<file path="src/rtl/cvxif_ooo_pkg.sv">
`default_nettype none
// ============================================================================
// cvxif_ooo_pkg : shared types and decode constants for cvxif_ooo_copro
// Revision      : 1.0 - initial release
// ============================================================================
package cvxif_ooo_pkg;

    // Entry fields are sized for the largest supported configuration.
    // Narrower instances zero-extend on write and slice on read.
    localparam int ENTRY_XLEN  = 64;
    localparam int ENTRY_ID_W  = 8;
    localparam int ENTRY_CNT_W = 8;

    localparam logic [6:0] OPCODE = 7'b1111011;

    localparam logic [2:0] F3_ADD  = 3'b000;
    localparam logic [2:0] F3_ADD3 = 3'b001;
    localparam logic [2:0] F3_SUB  = 3'b010;
    localparam logic [2:0] F3_NOP  = 3'b100;
    localparam logic [2:0] F3_TRAP = 3'b111;

    localparam logic [5:0] EXCCODE_TRAP = 6'd2;

    typedef enum logic [2:0] {
        ST_FREE   = 3'd0,
        ST_WAIT   = 3'd1,
        ST_EXEC   = 3'd2,
        ST_DONE   = 3'd3,
        ST_KILLED = 3'd4
    } entry_state_e;

    typedef struct packed {
        logic [ENTRY_ID_W-1:0]  id;
        logic [4:0]             rd;
        logic                   we;
        logic [ENTRY_XLEN-1:0]  data;
        logic                   exc;
        logic [5:0]             exccode;
        entry_state_e           state;
        logic [ENTRY_CNT_W-1:0] cnt;
    } entry_t;

endpackage
`default_nettype wire

</file>
<file path="src/rtl/cvxif_ooo_decoder.sv">
`default_nettype none
// ============================================================================
// cvxif_ooo_decoder : combinational decode and operand arithmetic
// Revision          : 1.0 - initial release
// ============================================================================
module cvxif_ooo_decoder
    import cvxif_ooo_pkg::*;
#(
    parameter int XLEN  = 64,
    parameter int NR_RS = 2
) (
    input  logic [31:0]         instr_i,
    input  logic [NR_RS*XLEN-1:0] rs_i,
    input  logic [NR_RS-1:0]    rs_valid_i,
    output logic                accept_o,
    output logic                writeback_o,
    output logic [XLEN-1:0]     data_o,
    output logic                exc_o,
    output logic [5:0]          exccode_o
);

    logic [XLEN-1:0] rs1;
    logic [XLEN-1:0] rs2;
    logic [XLEN-1:0] rs3;
    logic            rs3_valid;
    logic            unused_instr;

    assign rs1 = rs_i[XLEN-1:0];
    assign rs2 = rs_i[2*XLEN-1:XLEN];

    // A two-operand build has no third operand, so ADD3 can never be accepted.
    if (NR_RS >= 3) begin : g_rs3
        assign rs3       = rs_i[3*XLEN-1:2*XLEN];
        assign rs3_valid = rs_valid_i[2];
    end else begin : g_no_rs3
        assign rs3       = '0;
        assign rs3_valid = 1'b0;
    end

    assign unused_instr = ^{instr_i[31:15], instr_i[11:7]};

    always_comb begin
        accept_o    = 1'b0;
        writeback_o = 1'b0;
        data_o      = '0;
        exc_o       = 1'b0;
        exccode_o   = '0;
        if (instr_i[6:0] == OPCODE) begin
            case (instr_i[14:12])
                F3_ADD: begin
                    if (rs_valid_i[0] && rs_valid_i[1]) begin
                        accept_o    = 1'b1;
                        writeback_o = 1'b1;
                        data_o      = rs1 + rs2;
                    end
                end
                F3_ADD3: begin
                    if (rs_valid_i[0] && rs_valid_i[1] && rs3_valid) begin
                        accept_o    = 1'b1;
                        writeback_o = 1'b1;
                        data_o      = rs1 + rs2 + rs3;
                    end
                end
                F3_SUB: begin
                    if (rs_valid_i[0] && rs_valid_i[1]) begin
                        accept_o    = 1'b1;
                        writeback_o = 1'b1;
                        data_o      = rs1 - rs2;
                    end
                end
                F3_NOP: begin
                    accept_o = 1'b1;
                end
                F3_TRAP: begin
                    accept_o  = 1'b1;
                    exc_o     = 1'b1;
                    exccode_o = EXCCODE_TRAP;
                end
                default: begin
                    accept_o = 1'b0;
                end
            endcase
        end
    end

endmodule
`default_nettype wire

</file>
<file path="src/rtl/cvxif_ooo_copro.sv">
`default_nettype none
// ============================================================================
// cvxif_ooo_copro : CV-X-IF coprocessor tracking speculative ops by id,
//                   resolving commit/kill out of order, retiring in order
// Revision        : 1.0 - initial release
// ============================================================================
module cvxif_ooo_copro
    import cvxif_ooo_pkg::*;
#(
    parameter int XLEN     = 64,
    parameter int NR_RS    = 2,
    parameter int ID_WIDTH = 3,
    parameter int DEPTH    = 4,
    parameter int LATENCY  = 2
) (
    input  logic                  clk_i,
    input  logic                  rst_ni,
    input  logic                  issue_valid_i,
    output logic                  issue_ready_o,
    input  logic [31:0]           issue_instr_i,
    input  logic [ID_WIDTH-1:0]   issue_id_i,
    input  logic [NR_RS*XLEN-1:0] issue_rs_i,
    input  logic [NR_RS-1:0]      issue_rs_valid_i,
    output logic                  issue_accept_o,
    output logic                  issue_writeback_o,
    input  logic                  commit_valid_i,
    input  logic [ID_WIDTH-1:0]   commit_id_i,
    input  logic                  commit_kill_i,
    output logic                  result_valid_o,
    input  logic                  result_ready_i,
    output logic [ID_WIDTH-1:0]   result_id_o,
    output logic [XLEN-1:0]       result_data_o,
    output logic [4:0]            result_rd_o,
    output logic                  result_we_o,
    output logic                  result_exc_o,
    output logic [5:0]            result_exccode_o
);

    localparam int                     PTRW       = $clog2(DEPTH);
    localparam logic [PTRW:0]          COUNT_FULL = (PTRW+1)'(DEPTH);
    localparam logic [ENTRY_CNT_W-1:0] LAT_INIT   = ENTRY_CNT_W'(LATENCY);

    entry_t          entries_q [DEPTH];
    entry_t          entries_d [DEPTH];
    logic [PTRW-1:0] head_q, head_d;
    logic [PTRW-1:0] tail_q, tail_d;
    logic [PTRW:0]   count_q, count_d;

    logic            dec_accept;
    logic            dec_writeback;
    logic [XLEN-1:0] dec_data;
    logic            dec_exc;
    logic [5:0]      dec_exccode;

    logic            alloc;
    logic            pop;
    logic            match_found;
    logic [PTRW-1:0] match_idx;
    entry_t          head_entry;
    logic            unused_head_bits;

    cvxif_ooo_decoder #(
        .XLEN  (XLEN),
        .NR_RS (NR_RS)
    ) u_decoder (
        .instr_i     (issue_instr_i),
        .rs_i        (issue_rs_i),
        .rs_valid_i  (issue_rs_valid_i),
        .accept_o    (dec_accept),
        .writeback_o (dec_writeback),
        .data_o      (dec_data),
        .exc_o       (dec_exc),
        .exccode_o   (dec_exccode)
    );

    assign issue_ready_o     = (count_q != COUNT_FULL);
    assign issue_accept_o    = dec_accept;
    assign issue_writeback_o = dec_writeback;
    assign alloc             = issue_valid_i & issue_ready_o & dec_accept;

    assign head_entry     = entries_q[head_q];
    assign result_valid_o = (head_entry.state == ST_DONE);
    assign pop            = (result_valid_o & result_ready_i) | (head_entry.state == ST_KILLED);

    assign result_id_o      = result_valid_o ? head_entry.id[ID_WIDTH-1:0] : '0;
    assign result_data_o    = result_valid_o ? head_entry.data[XLEN-1:0]   : '0;
    assign result_rd_o      = result_valid_o ? head_entry.rd               : '0;
    assign result_we_o      = result_valid_o & head_entry.we;
    assign result_exc_o     = result_valid_o & head_entry.exc;
    assign result_exccode_o = result_valid_o ? head_entry.exccode          : '0;
    assign unused_head_bits = ^{head_entry.id, head_entry.data, head_entry.cnt};

    // Walk from head so the first hit is the oldest WAIT entry with this id.
    always_comb begin
        match_found = 1'b0;
        match_idx   = '0;
        for (int k = 0; k < DEPTH; k++) begin
            if (!match_found
                && entries_q[head_q + PTRW'(k)].state == ST_WAIT
                && entries_q[head_q + PTRW'(k)].id[ID_WIDTH-1:0] == commit_id_i) begin
                match_found = 1'b1;
                match_idx   = head_q + PTRW'(k);
            end
        end
    end

    always_comb begin
        entries_d = entries_q;
        head_d    = head_q;
        tail_d    = tail_q;

        for (int i = 0; i < DEPTH; i++) begin
            if (entries_q[i].state == ST_EXEC) begin
                if (entries_q[i].cnt <= ENTRY_CNT_W'(1)) begin
                    entries_d[i].state = ST_DONE;
                end else begin
                    entries_d[i].cnt = entries_q[i].cnt - ENTRY_CNT_W'(1);
                end
            end
        end

        if (commit_valid_i && match_found) begin
            if (commit_kill_i) begin
                entries_d[match_idx].state = ST_KILLED;
            end else if (LATENCY == 0) begin
                entries_d[match_idx].state = ST_DONE;
            end else begin
                entries_d[match_idx].state = ST_EXEC;
                entries_d[match_idx].cnt   = LAT_INIT;
            end
        end

        if (pop) begin
            entries_d[head_q].state = ST_FREE;
            head_d                  = head_q + PTRW'(1);
        end

        // The tail slot is FREE whenever alloc is possible, so it never
        // collides with the commit or pop updates above.
        if (alloc) begin
            entries_d[tail_q].id      = ENTRY_ID_W'(issue_id_i);
            entries_d[tail_q].rd      = issue_instr_i[11:7];
            entries_d[tail_q].we      = dec_writeback;
            entries_d[tail_q].data    = ENTRY_XLEN'(dec_data);
            entries_d[tail_q].exc     = dec_exc;
            entries_d[tail_q].exccode = dec_exccode;
            entries_d[tail_q].state   = ST_WAIT;
            entries_d[tail_q].cnt     = '0;
            tail_d                    = tail_q + PTRW'(1);
        end

        count_d = count_q + (PTRW+1)'(alloc) - (PTRW+1)'(pop);
    end

    always_ff @(posedge clk_i or negedge rst_ni) begin
        if (!rst_ni) begin
            head_q  <= '0;
            tail_q  <= '0;
            count_q <= '0;
            for (int i = 0; i < DEPTH; i++) begin
                entries_q[i] <= '0;
            end
        end else begin
            head_q    <= head_d;
            tail_q    <= tail_d;
            count_q   <= count_d;
            entries_q <= entries_d;
        end
    end

endmodule
`default_nettype wire

</file>
<file path="config.mk">
export PLATFORM = sky130hd
export DESIGN_NAME = cvxif_ooo_copro
export DESIGN_NICKNAME = d
export VERILOG_FILES = /design/src/rtl/cvxif_ooo_pkg.sv /design/src/rtl/cvxif_ooo_decoder.sv /design/src/rtl/cvxif_ooo_copro.sv
export SDC_FILE = /design/constraint.sdc
export NUM_CORES = 1
export LEC_CHECK = 0
export CORE_MARGIN = 1.5
export CORE_UTILIZATION = 56
export DETAILED_ROUTE_END_ITERATION = 10
export GPL_TIMING_DRIVEN = 1
export MAX_ROUTING_LAYER = met4
export PLACE_DENSITY = 0.84
export REMOVE_ABC_BUFFERS = 1
export SLEW_MARGIN = 20
export SYNTH_ARGS = -nofsm -noshare
export SYNTH_HDL_FRONTEND = slang
export SYNTH_SLANG_ARGS = --single-unit
</file>
<file path="constraint.sdc">
create_clock -name clk_i -period 5.1 [get_ports clk_i]
set_clock_uncertainty 0.05 [all_clocks]
set_input_delay 0.51 -clock clk_i [delete_from_list [all_inputs] [get_ports clk_i]]
set_output_delay 0.51 -clock clk_i [all_outputs]
set_load 0.01 [all_outputs]
</file>
==> results of run 1 <==
worst min-delay path by stage:
stage	start	to	slack [ns]
floorplan	rst_ni	count_q[0]$_DFF_PN0_	0.16
global placement	entries_q[26]$_DFFE_PN0P_	entries_q[26]$_DFFE_PN0P_	0.40
detailed placement	entries_q[122]$_DFFE_PN0P_	entries_q[122]$_DFFE_PN0P_	0.41
CTS	rst_ni	entries_q[216]$_DFFE_PN0P_	0.12
global route	entries_q[225]$_DFFE_PN0P_	entries_q[225]$_DFFE_PN0P_	0.45
finish	entries_q[145]$_DFFE_PN0P_	entries_q[145]$_DFFE_PN0P_	0.42
per-layer routing:
layer | up-vias | wire (um) | global-route usage [%]
li1 | 10600 | - | -
met1 | 11500 | 34000 | 49.8
met2 | 1170 | 37500 | 56.2
met3 | 140 | 6510 | 3.78
met4 | 0 | 2110 | 11.2
met5 | - | 0 | -
state kept, by name (all words and copies together) (netlist names):
register and cells:
count_q 3, entries_q 340, head_q 2, tail_q 2
synthesized netlist by cell type (11+ instances only):
library cell  instances  area, um2
a21boi_0             11       82.6
clkbuf_1            151        567
or3_1                18        113
and2_1               14       87.6
o21a_1               13       97.6
nand3_1              38        190
a21oi_1             170        851
a211oi_1             15        113
mux4_2               89       2000
nand2b_1             17        106
nor2b_1              31        194
and3_1               85        532
xnor2_1              85        744
nand4_1              23        144
ha_1                144       1800
inv_1               152        571
or2_2                12       75.1
nor4_1               39        244
buf_1                23       86.3
nor3_1               45        225
nand2_1             571       2140
nor3b_1              12       90.1
a22o_1               17        149
dfrtp_1             347       8680
o31ai_1             107        803
a21o_1               20        150
a31oi_1              26        163
xor2_1               16        140
o21ai_0             197        986
o211ai_1             27        203
o21bai_1             28        210
nor2_1              209        785
critical path, delay by kind of cell, from the launching register on:
kind | cells | cell delay (ns)
buffers and inverters | 3 | 1.87
AND/OR/NAND/NOR | 1 | 0.28
multiplexers | 1 | 0.60
flip-flops | 1 | 0.71
what timing repair did:
action,4_1_cts,5_1_grt
hold buffers,0,1
setup buffers,0,0
hold endpoints to repair,0,62
power breakdown:
part	switching [W]	internal, W	total [W]
sequential	0.0000326	0.00278	0.00281
combinational	0.000991	0.000575	0.00157
clock	0.00107	0.00140	0.00247
per-stage QoR:
step                instance area, um2  hold WS (ns)
finish                           28900         0.423
CTS                              28800         0.119
floorplan                        24100         0.164
detailed placement               27700         0.411
global placement                 27700         0.402
global route                     28900         0.447
logic make-up after synthesis:
kind of cell	share of synthesized area, %
DFF	35.0
and+or+nand+nor	20.7
adders and majority gates	7.50
other	0.0151
muxes	8.84
AOI/OAI and AO/OA	19.1
xor gates and xnor gates	3.56
buffers and inverters	5.29
area by class of cell:
class | count | area (um2)
fillers | 3434 | 14600
inverters | 154 | 578
clock inverters | 12 | 100
multi-input cells | 2232 | 14900
well taps | 585 | 732
flip-flops and latches | 347 | 8690
clock buffers | 46 | 977
diodes | 2 | 5.00
repair buffers | 293 | 2890
==> impl_metrics.csv, run 1 <==
group,metric,value,unit
global_route,grt_pass1_vias,23000,
setup_path,crit_required,4.54,ns
global_route,grt_max_degree,144,
floorplanning,core,0.0435,mm2
final_layout,final_util,66.4,%
clock_network,cts_root_buf,"clkbuf_16",
synthesis,async_reset_ff_share,100,%
worst_hold_path,min_path_cells,2,
clock_network,cts_htree_levels,2,
final_layout,finalNetCount,3383,
synthesis,synth.distinct_cells,83,
setup_path,path_common_cell,"buf_4",
synthesis,ys_ff_latch,347,
sta,worst_pin_slew,0.966,ns
synthesis,synth_warnings,0,
sta,rsz0062_at_grt,"no",
sta,hold_viol,0,
setup_path,worst_path_max_delay_cell,"buf_4",
floorplanning,fp-row-count,76,
pwr,power,0.00685,W
final_layout,area_delta_synth_final,16.2,%
setup_path,crit_arrival,4.04,ns
floorplanning,start_util,57.1,%
sta,tns,0,ns
setup_path,crit_type,"register to primary output",
clock_network,clk_pin_slew,0.06,ns
final_layout,final_cell_mix,"nand2_1, dfrtp_1, clkdlybuf4s50_1, nor2_1, o21ai_0",
synthesis,synthFlopType,"dfrtp_1",
setup_path,timing.rr.start,"head_q[0]$_DFFE_PN0N_",
clock_network,ctsResizeCount,0,
detailed_routing,remaining_drc_errors,0,
floorplanning,die_w,214,um
global_route,grt_use_total,36.0,%
floorplanning,dieArea,0.0456,mm2
global_route,antenna_found_initial,2,
clock_network,worstSkewPairLatency,0.53,ns
synthesis,avgSynthCellArea,8.51,um2
setup_path,path_cells,"buf_4 -> buf_4 -> mux4_2 -> and3_1 -> clkdlybuf4s50_1",
clock_network,cts_buffer_depth,3,
pwr,p_per_area,238,mW/mm2
global_route,grt_overflow_total,0,
setup_path,reg2reg_depth,10,
pwr,p_leak,12.9,nW
worst_hold_path,worstHoldPathType,"register to register",
floorplanning,die_h,214,um
clock_network,clock_sinks,347,
setup_path,crit_path_start_kind,"register",
setup_path,crit_start,"head_q[0]$_DFFE_PN0N_",
clock_network,cts_tree,"done",
floorplanning,pin_count,258,
setup_path,critPathMaxFanout,43,
sta,max_clock_freq,0.217,GHz
detailed_routing,vias_per_cell,6.39,
placed_design,port_buffers,235,
sta,slew_headroom,35.6,%
detailed_routing,firstDrtPassIters,6,
detailed_routing,postRouteAntennaNets,0,
setup_path,rr_endpoint,"entries_q[294]$_DFF_PN0_",
final_layout,drive_above_1_share,8.01,%
setup_path,crit_path_end,"result_data_o[43]",
pwr,vdd_drop_max,0.194,mV
placed_design,place_congestion,0.991,
detailed_routing,vias,23500,
final_layout,final_common_cell,"nand2_1",
synthesis,syn_area,0.0248,mm2
sta,fin_crit_sh,90.3,%
detailed_routing,wire_per_inst,21.8,um
detailed_routing,dr.first_iter.drc_count,2701,
setup_path,critPathMaxStageDelay,0.81,ns
synthesis,synth_edf_count,0,
sta,fin_crit,4.60,ns
clock_network,cts_buffers,34,
outcome,status,"finished, final reports clean",
global_route,grt_pass1_wl,125000,um
sta,setup_viol,0,
setup_path,cp-end-kind,"primary output",
placed_design,dp_worst_setup_slack,0.288,ns
synthesis,syn-instance-count,2916,
placed_design,hpwlAfterDp,57600,um
sta,final-max-slew-violation-count,0,
detailed_routing,wirelength,80200,um
placed_design,dp.cells,3609,
synthesis,ys_seq_area_share,35.0,%
job,drv_cap,0,
final_layout,stdcell_count,3671,
sta,fin_ws,0.497,ns
setup_path,rrSetupSlack,0.83,ns
No activity file was read; power rests on OpenSTA's default activity.
==> inputs of run 2 (changes only) <==
--- a/config.mk
+++ b/config.mk
@@ -6,11 +6,12 @@
 export NUM_CORES = 1
 export LEC_CHECK = 0
 export CORE_MARGIN = 1.5
-export CORE_UTILIZATION = 56
+export CORE_UTILIZATION = 54
+export CTS_BUF_LIST = sky130_fd_sc_hd__clkbuf_16
 export DETAILED_ROUTE_END_ITERATION = 10
 export GPL_TIMING_DRIVEN = 1
 export MAX_ROUTING_LAYER = met4
-export PLACE_DENSITY = 0.84
+export PLACE_DENSITY = 0.81
 export REMOVE_ABC_BUFFERS = 1
 export SLEW_MARGIN = 20
 export SYNTH_ARGS = -nofsm -noshare
==> impl_metrics.csv, run 2 (synthesized netlist as in run 1, its figures left out) <==
group,metric,value,unit
global_route,grt_max_degree,130,
pwr,p_per_area,235,mW/mm2
floorplanning,pin_count,258,
clock_network,ctsResizeCount,0,
placed_design,postPlaceCellArea,0.0277,mm2
final_layout,diodes,0,
setup_path,cp-end-kind,"register",
global_route,grt.met3_usage,3.68,%
sta,worst_pin_slew,0.954,ns
final_layout,final_cell_mix,"nand2_1, dfrtp_1, clkdlybuf4s50_1, nor2_1, o21ai_0",
detailed_routing,postRouteAntennaNets,0,
final_layout,fin_area,0.0288,mm2
final_layout,final_common_cell,"nand2_1",
clock_network,worstSkewPairLatency,0.53,ns
detailed_routing,wire_per_inst,21.6,um
sta,final-max-slew-violation-count,0,
global_route,antenna_found_initial,0,
clock_network,cts_buffer_depth,3,
setup_path,crit_type,"primary input to register",
sta,hold_ws,0.0407,ns
global_route,grt_pass1_vias,22900,
setup_path,crit_required,5.43,ns
final_layout,reg_top3,"entries_q x340, count_q x3",
sta,fin_crit_sh,88.6,%
clock_network,clk_pin_slew,0.06,ns
sta,tns,0,ns
clock_network,cts_buffers,35,
detailed_routing,remaining_drc_errors,0,
floorplanning,fp-row-count,78,
clock_network,cts_tree,"done",
global_route,grt_overflow_total,0,
clock_network,post_cts_buffers,0,
floorplanning,die_w,217,um
final_layout,largest_register_ffs,340,
clock_network,clock_sinks,347,
final_layout,area_delta_synth_final,15.8,%
final_layout,drive_above_1_share,7.61,%
placed_design,port_buffers,235,
setup_path,crit_path_start_kind,"primary input",
floorplanning,core,0.0454,mm2
sta,slew_headroom,36.4,%
detailed_routing,dr.first_iter.drc_count,2457,
pwr,p_leak,12.9,nW
sta,rsz0062_at_grt,"no",
floorplanning,die_h,217,um
floorplanning,start_util,54.7,%
global_route,use_met2,53.0,%
sta,max_clock_freq,0.221,GHz
detailed_routing,vias_per_cell,6.37,
sta,setup_viol,0,
global_route,grt_pass1_wl,125000,um
worst_hold_path,worstHoldPathType,"primary input to asynchronous set/reset pin",
floorplanning,dieArea,0.0473,mm2
pwr,vdd_drop_max,0.324,mV
placed_design,dp.cells,3620,
setup_path,timing.rr.start,"head_q[1]$_DFFE_PN0N_",
setup_path,crit_arrival,4.85,ns
global_route,use_met1,46.5,%
setup_path,crit_start,"issue_rs_i[0]",
sta,fin_crit,4.52,ns
clock_network,cts_root_buf,"clkbuf_16",
clock_network,cts_htree_levels,2,
final_layout,regMostFlops,"entries_q",
sta,hold_viol,0,
outcome,status,"finished, final reports clean",
job,drv_cap,0,
global_route,grt_use_total,34.1,%
setup_path,critPathMaxFanout,4,
detailed_routing,vias,23400,
placed_design,hpwlAfterDp,57500,um
placed_design,place_congestion,0.999,
final_layout,finalNetCount,3378,
final_layout,stdcell_count,3675,
detailed_routing,firstDrtPassIters,6,
clock_network,hold_buffers,0,
detailed_routing,wirelength,79300,um
global_route,gr-max-usage-layer,"met2",
## run 2: cell types whose count changed in the layout (fill, tap and decap cells not counted), moves of 2 or more
cell,change
buf_4,-3
clkbuf_1,-5
clkbuf_16,+2
clkbuf_8,-6
clkinv_1,+3
diode_2,-2
inv_1,+7
## run 2: layout make-up
type	count	area (um2)
clock buffers	37	926
clock inverters	18	108
fillers	3769	16600
inverters	154	578
multi-input cells	2232	14900
flip-flops and latches	347	8690
well taps	600	751
repair buffers	287	2810
## run 2: final timing paths
| kind | to | slack, ns | cells past startpoint |
|---|---|---|---|
| hold / removal | entries_q[372]$_DFFE_PN0P_ | 0.04 | 1 |
| max in group asynchronous | entries_q[315]$_DFFE_PN0P_ | 3.72 | 2 |
| setup / recovery | entries_q[176]$_DFFE_PN0P_ | 0.58 | 16 |
| hold reg to reg | entries_q[20]$_DFFE_PN0P_ | 0.42 | 2 |
| min in group clk_i | entries_q[20]$_DFFE_PN0P_ | 0.42 | 2 |
| setup reg to reg | entries_q[295]$_DFF_PN0_ | 0.68 | 10 |
## run 2: worst max-delay path: stages
cell,delay [ns]
clkdlybuf4s50_1,0.43
inv_1,0.07
ha_1,0.16
inv_1,0.06
fa_1,0.39
a211oi_1,0.39
o211ai_1,0.29
a31oi_1,0.32
o221ai_1,0.36
a211oi_1,0.39
buf_4,0.21
o21ai_0,0.19
a211oi_1,0.31
xnor2_1,0.12
a2111oi_2,0.51
o21ai_0,0.14
## run 2: power breakdown
| group | total [W] | internal [W] | switching, W |
|---|---|---|---|
| sequential | 0.00281 | 0.00278 | 0.0000323 |
| combinational | 0.00154 | 0.000567 | 0.000975 |
| clock | 0.00240 | 0.00135 | 0.00105 |
## run 2: stage by stage
step / total power [W] / utilization [%] / worst slack (ns)
finish: 0.00676 / 63.4 / 0.581
global route: 0.00700 / 63.4 / 0.345
CTS: 0.00673 / 63.4 / 0.720
detailed placement: 0.00436 / 61.1 / 0.194
global placement: 0.00434 / 61.1 / 0.243
floorplan: 0.00375 / - / -2.57
## run 2: per-layer routing
metal	vias to the layer above	wire length, um
met4	0	2640
met5	-	0
met1	11600	33700
met2	1075	37200
li1	10600	-
met3	163	5840
==> inputs of run 3 (changes only) <==
--- a/config.mk
+++ b/config.mk
@@ -11,9 +11,8 @@
 export DETAILED_ROUTE_END_ITERATION = 10
 export GPL_TIMING_DRIVEN = 1
 export MAX_ROUTING_LAYER = met4
-export PLACE_DENSITY = 0.81
+export PLACE_DENSITY = 0.76
 export REMOVE_ABC_BUFFERS = 1
-export SLEW_MARGIN = 20
 export SYNTH_ARGS = -nofsm -noshare
 export SYNTH_HDL_FRONTEND = slang
 export SYNTH_SLANG_ARGS = --single-unit
==> impl_metrics.csv, run 3 (synthesized netlist as in run 1, its figures left out) <==
group,metric,value,unit
outcome,status,"finished, final reports clean",
setup_path,crit_arrival,4.88,ns
placed_design,postPlaceCellArea,0.0278,mm2
final_layout,finalNetCount,3398,
setup_path,path_cells,"clkdlybuf4s50_1 -> ha_1 -> inv_1 -> fa_1 -> a211oi_1 -> o211ai_1 -> a31oi_1 -> o221ai_1 -> a211oi_1 -> buf_4 -> o21ai_0 -> a211oi_1 -> xnor2_1 -> a2111oi_2 -> o21ai_0",
final_layout,area_delta_synth_final,16.3,%
final_layout,fin_area,0.0289,mm2
clock_network,post_cts_buffers,0,
final_layout,largest_register_ffs,340,
global_route,antenna_found_initial,1,
clock_network,worstSkewPairLatency,0.53,ns
final_layout,final_cell_mix,"nand2_1, dfrtp_1, clkdlybuf4s50_1, nor2_1, o21ai_0",
floorplanning,die_w,217,um
pwr,p_leak,13.0,nW
sta,slew_headroom,36.2,%
final_layout,final_util,63.6,%
sta,hold_viol,0,
global_route,grt_overflow_total,0,
final_layout,regMostFlops,"entries_q",
setup_path,cp-end-kind,"register",
final_layout,drive_above_1_share,8.30,%
job,drv_cap,0,
setup_path,path_common_cell,"a211oi_1",
floorplanning,die_h,217,um
setup_path,critPathMaxFanout,4,
floorplanning,core,0.0454,mm2
global_route,grt_pass1_wl,127000,um
detailed_routing,postRouteAntennaNets,0,
final_layout,final_common_cell,"nand2_1",
detailed_routing,vias,23400,
sta,fin_ws,0.563,ns
sta,max_clock_freq,0.220,GHz
floorplanning,fp-row-count,78,
clock_network,cts_htree_levels,2,
clock_network,cts_buffers,35,
sta,fin_crit_sh,89.0,%
clock_network,clock_sinks,347,
sta,fin_crit,4.54,ns
detailed_routing,wire_per_inst,21.9,um
detailed_routing,vias_per_cell,6.32,
clock_network,cts_buffer_depth,3,
detailed_routing,remaining_drc_errors,0,
sta,worst_pin_slew,0.957,ns
pwr,vdd_drop_max,0.247,mV
detailed_routing,wirelength,80900,um
setup_path,crit_required,5.44,ns
final_layout,nFillCells,3796,
placed_design,place_congestion,1.00,
setup_path,rr_endpoint,"entries_q[292]$_DFF_PN0_",
setup_path,critPathMaxStageDelay,0.51,ns
floorplanning,dieArea,0.0473,mm2
placed_design,dp_worst_setup_slack,0.143,ns
detailed_routing,dr.first_iter.drc_count,2440,
setup_path,crit_path_start_kind,"primary input",
clock_network,cts_tree,"done",
clock_network,cts_root_buf,"clkbuf_16",
sta,tns,0,ns
global_route,grt_use_total,35.0,%
setup_path,timing.rr.start,"head_q[1]$_DFFE_PN0N_",
final_layout,reg_top3,"entries_q x340, count_q x3",
setup_path,worst_path_max_delay_cell,"a2111oi_2",
global_route,grt_pass1_vias,22900,
setup_path,reg2reg_depth,10,
global_route,grt_max_degree,119,
clock_network,hold_buffers,0,
sta,setup_viol,0,
placed_design,hpwlAfterDp,59400,um
placed_design,port_buffers,235,
sta,final-max-slew-violation-count,0,
pwr,power,0.00679,W
floorplanning,start_util,54.7,%
floorplanning,pin_count,258,
detailed_routing,firstDrtPassIters,6,
setup_path,rrSetupSlack,0.70,ns
setup_path,crit_type,"primary input to register",
worst_hold_path,worstHoldPathType,"primary input to asynchronous set/reset pin",
pwr,p_per_area,235,mW/mm2
clock_network,clk_pin_slew,0.06,ns
clock_network,ctsResizeCount,0,
sta,rsz0062_at_grt,"no",
==> run 3: per-layer routing <==
layer | vias up | routed length, um | share of wire [%] | track usage [%]
met5 | - | 0 | 0 | -
met4 | 0 | 2510 | 3.1 | 11.6
met3 | 147 | 5840 | 7.2 | 3.63
met2 | 1031 | 37200 | 46 | 53.5
met1 | 11500 | 35300 | 44 | 48.9
li1 | 10700 | - | - | -
==> run 3: critical path, delay by kind of cell <==
kind                     cells  cell delay, ns
adder cells (fa/ha/maj)      2            0.60
XOR/XNOR                     1            0.13
buffers and inverters        3            0.75
AO/OA/AOI/OAI                9            2.87
==> run 3: worst max path at each step <==
| stage | startpoint | end | slack, ns | cells past startpoint |
|---|---|---|---|---|
| floorplan | head_q[0]$_DFFE_PN0N_ | count_q[2]$_DFF_PN0_ | -2.57 | 13 |
| global placement | issue_rs_i[0] | entries_q[170]$_DFFE_PN0P_ | 0.19 | 15 |
| detailed placement | issue_rs_i[64] | entries_q[266]$_DFFE_PN0P_ | 0.14 | 14 |
| CTS | issue_rs_i[64] | entries_q[170]$_DFFE_PN0P_ | 0.66 | 14 |
| global route | issue_rs_i[64] | entries_q[176]$_DFFE_PN0P_ | 0.35 | 15 |
| finish | issue_rs_i[64] | entries_q[368]$_DFFE_PN0P_ | 0.56 | 15 |
==> run 3: cell type report <==
type / instances / area [um2] / share of cell area [%]
inverters: 154 / 578 / 2.00
repair buffers: 307 / 2910 / 10.1
flip-flops and latches: 347 / 8690 / 30.1
clock inverters: 21 / 120 / 0.416
well taps: 600 / 751 / 2.60
clock buffers: 37 / 926 / 3.21
multi-input cells: 2232 / 14900 / 51.6
diodes: 1 / 2.50 / 0.00867
==> run 3: power by group <==
group,internal [W],leakage (nW),switching (W)
clock network,0.00135,0.544,0.00106
registers,0.00278,4.75,0.0000276
logic,0.000582,7.67,0.000988
total,0.00472,13.0,0.00207
==> run 3: stage by stage <==
stage / cells / hold WS [ns]
5_1_grt: 3699 / 0.0941
6_report: 3699 / 0.00623
3_3_place_gp: 3640 / 0.403
3_5_place_dp: 3640 / 0.408
2_1_floorplan: 2733 / 0.164
4_1_cts: 3698 / 0.0458
